## config.mk

```make
export PLATFORM = sky130hd
export DESIGN_NAME = minmax_tracker
export DESIGN_NICKNAME = d
export VERILOG_FILES = /design/src/rtl/minmax_tracker.sv
export SDC_FILE = /design/constraint.sdc
export NUM_CORES = 1
export LEC_CHECK = 0
export ABC_AREA = 0
export CORE_MARGIN = 5
export CORE_UTILIZATION = 31
export CTS_CLUSTER_SIZE = 8
export DETAILED_ROUTE_END_ITERATION = 10
export DONT_BUFFER_PORTS = 1
export PLACE_DENSITY_LB_ADDON = 0.08
export SETUP_SLACK_MARGIN = 0.02
export SYNTH_ARGS = -nofsm -noshare
export SYNTH_HDL_FRONTEND = slang
export SYNTH_SLANG_ARGS = --single-unit
```

## constraint.sdc

```tcl
create_clock -name clk -period 2.6 [get_ports clk]
set_clock_uncertainty 0.2 [all_clocks]
set_input_delay 0.39 -clock clk [delete_from_list [all_inputs] [get_ports clk]]
set_output_delay 0.39 -clock clk [all_outputs]
set_load 0.01 [all_outputs]
```

## src/rtl/minmax_tracker.sv

```systemverilog
// Streaming window min/max tracker fed by greater-than magnitude compares.
// Define MINMAX_IDX_EN to add first-occurrence index outputs for max/min.

// MSB-first cascaded magnitude compare: gt = (a > b), unsigned.
module minmax_cmp #(
  parameter int N = 4
) (
  input  logic [N-1:0] a,
  input  logic [N-1:0] b,
  output logic         gt
);
  logic lt;
  always_comb begin
    gt = 1'b0;
    lt = 1'b0;
    for (int i = N - 1; i >= 0; i--) begin
      if (!gt && !lt) begin
        gt = a[i] & ~b[i];
        lt = ~a[i] & b[i];
      end
    end
  end
endmodule

module minmax_tracker #(
  parameter  int N      = 4,
  parameter  int WINDOW = 8,
  localparam int CW     = $clog2(WINDOW + 1)
) (
  input  logic          clk,
  input  logic          rst,
  input  logic          in_valid,
  input  logic [N-1:0]  in_data,
  output logic          in_ready,
  input  logic          clear,
  output logic [CW-1:0] count_o,
  output logic [N-1:0]  max_o,
  output logic [N-1:0]  min_o,
  output logic          out_valid
`ifdef MINMAX_IDX_EN
  ,
  output logic [CW-1:0] max_idx_o,
  output logic [CW-1:0] min_idx_o
`endif
);

  typedef enum logic [1:0] {IDLE, ACC, DONE} st_t;

  localparam logic [CW-1:0] WIN_C = CW'(WINDOW);

  st_t state, state_nxt;

  // Compare lanes: [0] in_data > max_o, [1] min_o > in_data (i.e. in_data < min_o).
  logic [1:0][N-1:0] opa, opb;
  logic [1:0]        gt_v;

  assign opa[0] = in_data;
  assign opb[0] = max_o;
  assign opa[1] = min_o;
  assign opb[1] = in_data;

  for (genvar l = 0; l < 2; l++) begin : g_cmp
    minmax_cmp #(.N(N)) u_cmp (
      .a  (opa[l]),
      .b  (opb[l]),
      .gt (gt_v[l])
    );
  end

  logic          accept, load_first, load_acc;
  logic [CW-1:0] cnt_inc;

  assign cnt_inc = count_o + CW'(1);

  always_ff @(posedge clk) begin
    if (rst) state <= IDLE;
    else     state <= state_nxt;
  end

  always_comb begin
    state_nxt = state;
    case (state)
      IDLE: if (accept) state_nxt = (WINDOW == 1) ? DONE : ACC;
      ACC:  if (accept && cnt_inc == WIN_C) state_nxt = DONE;
      DONE: state_nxt = IDLE;
      default: state_nxt = IDLE;
    endcase
    if (clear) state_nxt = IDLE;
  end

  // Samples offered alongside clear are dropped, hence clear masks accept.
  always_comb begin
    in_ready   = (state != DONE) && !rst;
    accept     = in_valid && in_ready && !clear;
    load_first = accept && (state == IDLE);
    load_acc   = accept && (state == ACC);
  end

  always_ff @(posedge clk) begin
    if (rst || clear) begin
      count_o   <= '0;
      max_o     <= '0;
      min_o     <= '0;
      out_valid <= 1'b0;
    end else begin
      out_valid <= (state_nxt == DONE);
      if (state == DONE) begin
        count_o <= '0;
      end else if (load_first) begin
        count_o <= CW'(1);
        max_o   <= in_data;
        min_o   <= in_data;
      end else if (load_acc) begin
        count_o <= cnt_inc;
        if (gt_v[0]) max_o <= in_data;
        if (gt_v[1]) min_o <= in_data;
      end
    end
  end

`ifdef MINMAX_IDX_EN
  // count_o is the 0-based slot of the sample being accepted in ACC.
  always_ff @(posedge clk) begin
    if (rst || clear) begin
      max_idx_o <= '0;
      min_idx_o <= '0;
    end else if (load_first) begin
      max_idx_o <= '0;
      min_idx_o <= '0;
    end else if (load_acc) begin
      if (gt_v[0]) max_idx_o <= count_o;
      if (gt_v[1]) min_idx_o <= count_o;
    end
  end
`else
  // Index tracking compiled out.
`endif

endmodule
```

==> reports/qor.yml <==
outcome: "finished, final reports clean"
cap_violations: 0
yosysTopAreaCell: "dfxtp_1"
wl_per_cell_um: 14.4
rows: 19
via_count: 698
drtAntennaViolNets: 0
die_x_um: 63.5
yosysMostFrequentCell: "nand2_1"
cts_root_buffer: "clkbuf_4"
cp.depth: 5
core_um2: 2760
drv_slew: 0
h-tree-depth: 1
cts_made_buffers: 3
max_freq_ghz: 0.571
cp_cell_sequence: "ha_1 -> nand2_1 -> o21ai_0 -> a22oi_1 -> o21a_1"
rsz0062_at_grt: "false"
crit_buf_inv: 0
ys_ff_latch: 15
grt_usage: 0.111
synth.top_cell.area_share: 0.339
r2r_cells: 5
synth-warning-count: 0
powerDensity_nw_per_um2: 466
path_class: "reg2reg"
max_slew_margin: 0.790
clockBufferDepth: 2
syn_inst: 103
drive_above_1_share: 0.123
firstDrtPassIters: 4
async_flop_share: 0
finalSetupViolations: 0
start_kind: "flop"
arrival_ns: 1.74
crit_path_end: "state[0]$_SDFF_PP0_"
cts_resized: 0
synthTopCellsByCount: "16 x nand2_1, 15 x dfxtp_1, 10 x nor2_1, 8 x inv_1, 8 x mux2i_1"
yosys-top-cells-area: "dfxtp_1 34%, mux2i_1 9.0%, ha_1 8.5%"
grt_busiest_layer: "met2"
period_minus_slack_ns: 1.75
netlist_area_um2: 886
clk_latency_ns: 0.29
met3_usage: 0.0497
grt_pass1_wl_um: 3470
drc: 0
syn_avg_cell_area_um2: 8.60
dieArea_um2: 4030
boundaryPins: 22
fin_tns_setup_ns: 0
grt_pass1_vias: 712
ctsHoldBuffers: 0
gr-total-overflow: 0
post_cts_buffers: 0
synth_edf_count: 0
grt_max_degree: 14
setup.worst_path.end_class: "flop"
hold_path.class: "in2reg"
worst_slew_pin_slew_ns: 0.314
r2r-start: "count_o[1]$_SDFFE_PP0P_"
worst-path-max-fanout: 6
antenna_found_initial: 0
cts_tree: "done"
numClockSinks: 15
die_height_um: 63.5
hold_viol: 0
hpwlAfterDp_um: 1530
io_buffers: 0
cpLargestDelayFamily: "compound AO/OA/AOI/OAI gates"
first_iter_violations: 41
slowest_delay_ns: 0.50
stdcell_area_um2: 951
clk_pin_slew_worst_paths_ns: 0.10
grtUsageMet2: 0.185
r2r_slack_ns: 0.85
peakVddDrop_mv: 0.290
cp.required_ns: 2.59
critical_path.slowest_cell: "dfxtp_1"
synth_ff_type: "dfxtp_1"
ys_types: 27
crit_start: "count_o[1]$_SDFFE_PP0P_"
syn_to_final_growth_pct: 7.34
nets: 121
period_share: 0.673
routed_via_density: 5.09
power_leakage_nw: 0.368
syn_nets: 117
initial_utilization: 0.321
r2r_end: "state[0]$_SDFF_PP0_"
n_antenna_cell: 0
synth_seq_area_share: 0.339
grtUsageMet1: 0.122
hold_path_startpoint: "in_data[2]"
place_area_um2: 925
utilization: 0.345
wirelength_um: 1980
gp_congestion: 0.786
placed cells by master (no fill, tap or decap), drive strengths merged:
cell type / count
buf: 1
a31oi: 6
maj3: 2
o21a: 1
a22oi: 1
or2: 2
inv: 8
clkbuf: 4
nand2b: 5
nor2b: 3
o21ai: 1
nand3b: 4
nand3: 3
nand2: 16
ha: 6
dfxtp: 15
o211ai: 1
mux2i: 8
nand4b: 1
a2bb2oi: 1
nor2: 10
a21oi: 3
nor3: 2
and2: 1
mux2: 1
worst min path at each step:
stage | to | slack, ns | cells after the start
after global placement | min_o[0]$_SDFFE_PP0P_ | 0.32 | 2
after floorplan | min_o[0]$_SDFFE_PP0P_ | 0.29 | 2
final | max_o[2]$_SDFFE_PP0P_ | 0.07 | 2
after global routing | max_o[1]$_SDFFE_PP0P_ | 0.06 | 2
after CTS | min_o[0]$_SDFFE_PP0P_ | 0.07 | 2
after detailed placement | min_o[0]$_SDFFE_PP0P_ | 0.32 | 2
per-layer routing:
metal  part of all wire  vias up  wire length (um)
met5                  0        -                 0
met4              0.013        0                25
met3              0.080        4               159
met2               0.49       20               963
met1               0.42      320               831
li1                   -      354                 -
kinds of logic after synthesis:
logic type,count (synthesis),synth area share
simple gates,47,0.271
flops,15,0.339
compound gates,14,0.134
buf+inv,10,0.0424
mux,9,0.103
fa+ha+maj,8,0.110
worst reg2reg max path, stage by stage, from the launching register on:
cell and delay [ns]:
dfxtp_1 0.50, ha_1 0.31, nand2_1 0.07, o21ai_0 0.22
a22oi_1 0.16, o21a_1 0.20
sequential cells by signal, summed over array words and instances (netlist names):
register and count:
count_o 4, max_o 4, min_o 4, state 2, out_valid 1
metrics by stage:
stage	cells	hold slack, ns	setup WS, ns	power (W)
6_report	137	0.0747	0.850	0.000443
5_1_grt	137	0.0576	0.685	0.000475
4_1_cts	137	0.0657	0.817	0.000452
3_5_place_dp	133	0.325	0.819	0.000310
3_3_place_gp	133	0.317	0.815	0.000310
2_1_floorplan	103	0.290	0.938	0.000297
layout make-up:
cell class                      instances  area (um^2)
Inverter                                8         30.0
Tap cell                               31         38.8
Fill cell                             302         1810
Multi-Input combinational cell         78          548
Clock buffer                            4         26.3
Sequential cell                        15          300
Timing Repair Buffer                    1         7.51
power by group:
group,leakage (nW),internal (W),switching (W)
Clock,0.0150,0.0000596,0.0000810
Sequential,0.122,0.000236,0.0000115
Combinational,0.231,0.0000257,0.0000293
Power figures use the tool's default switching activity.
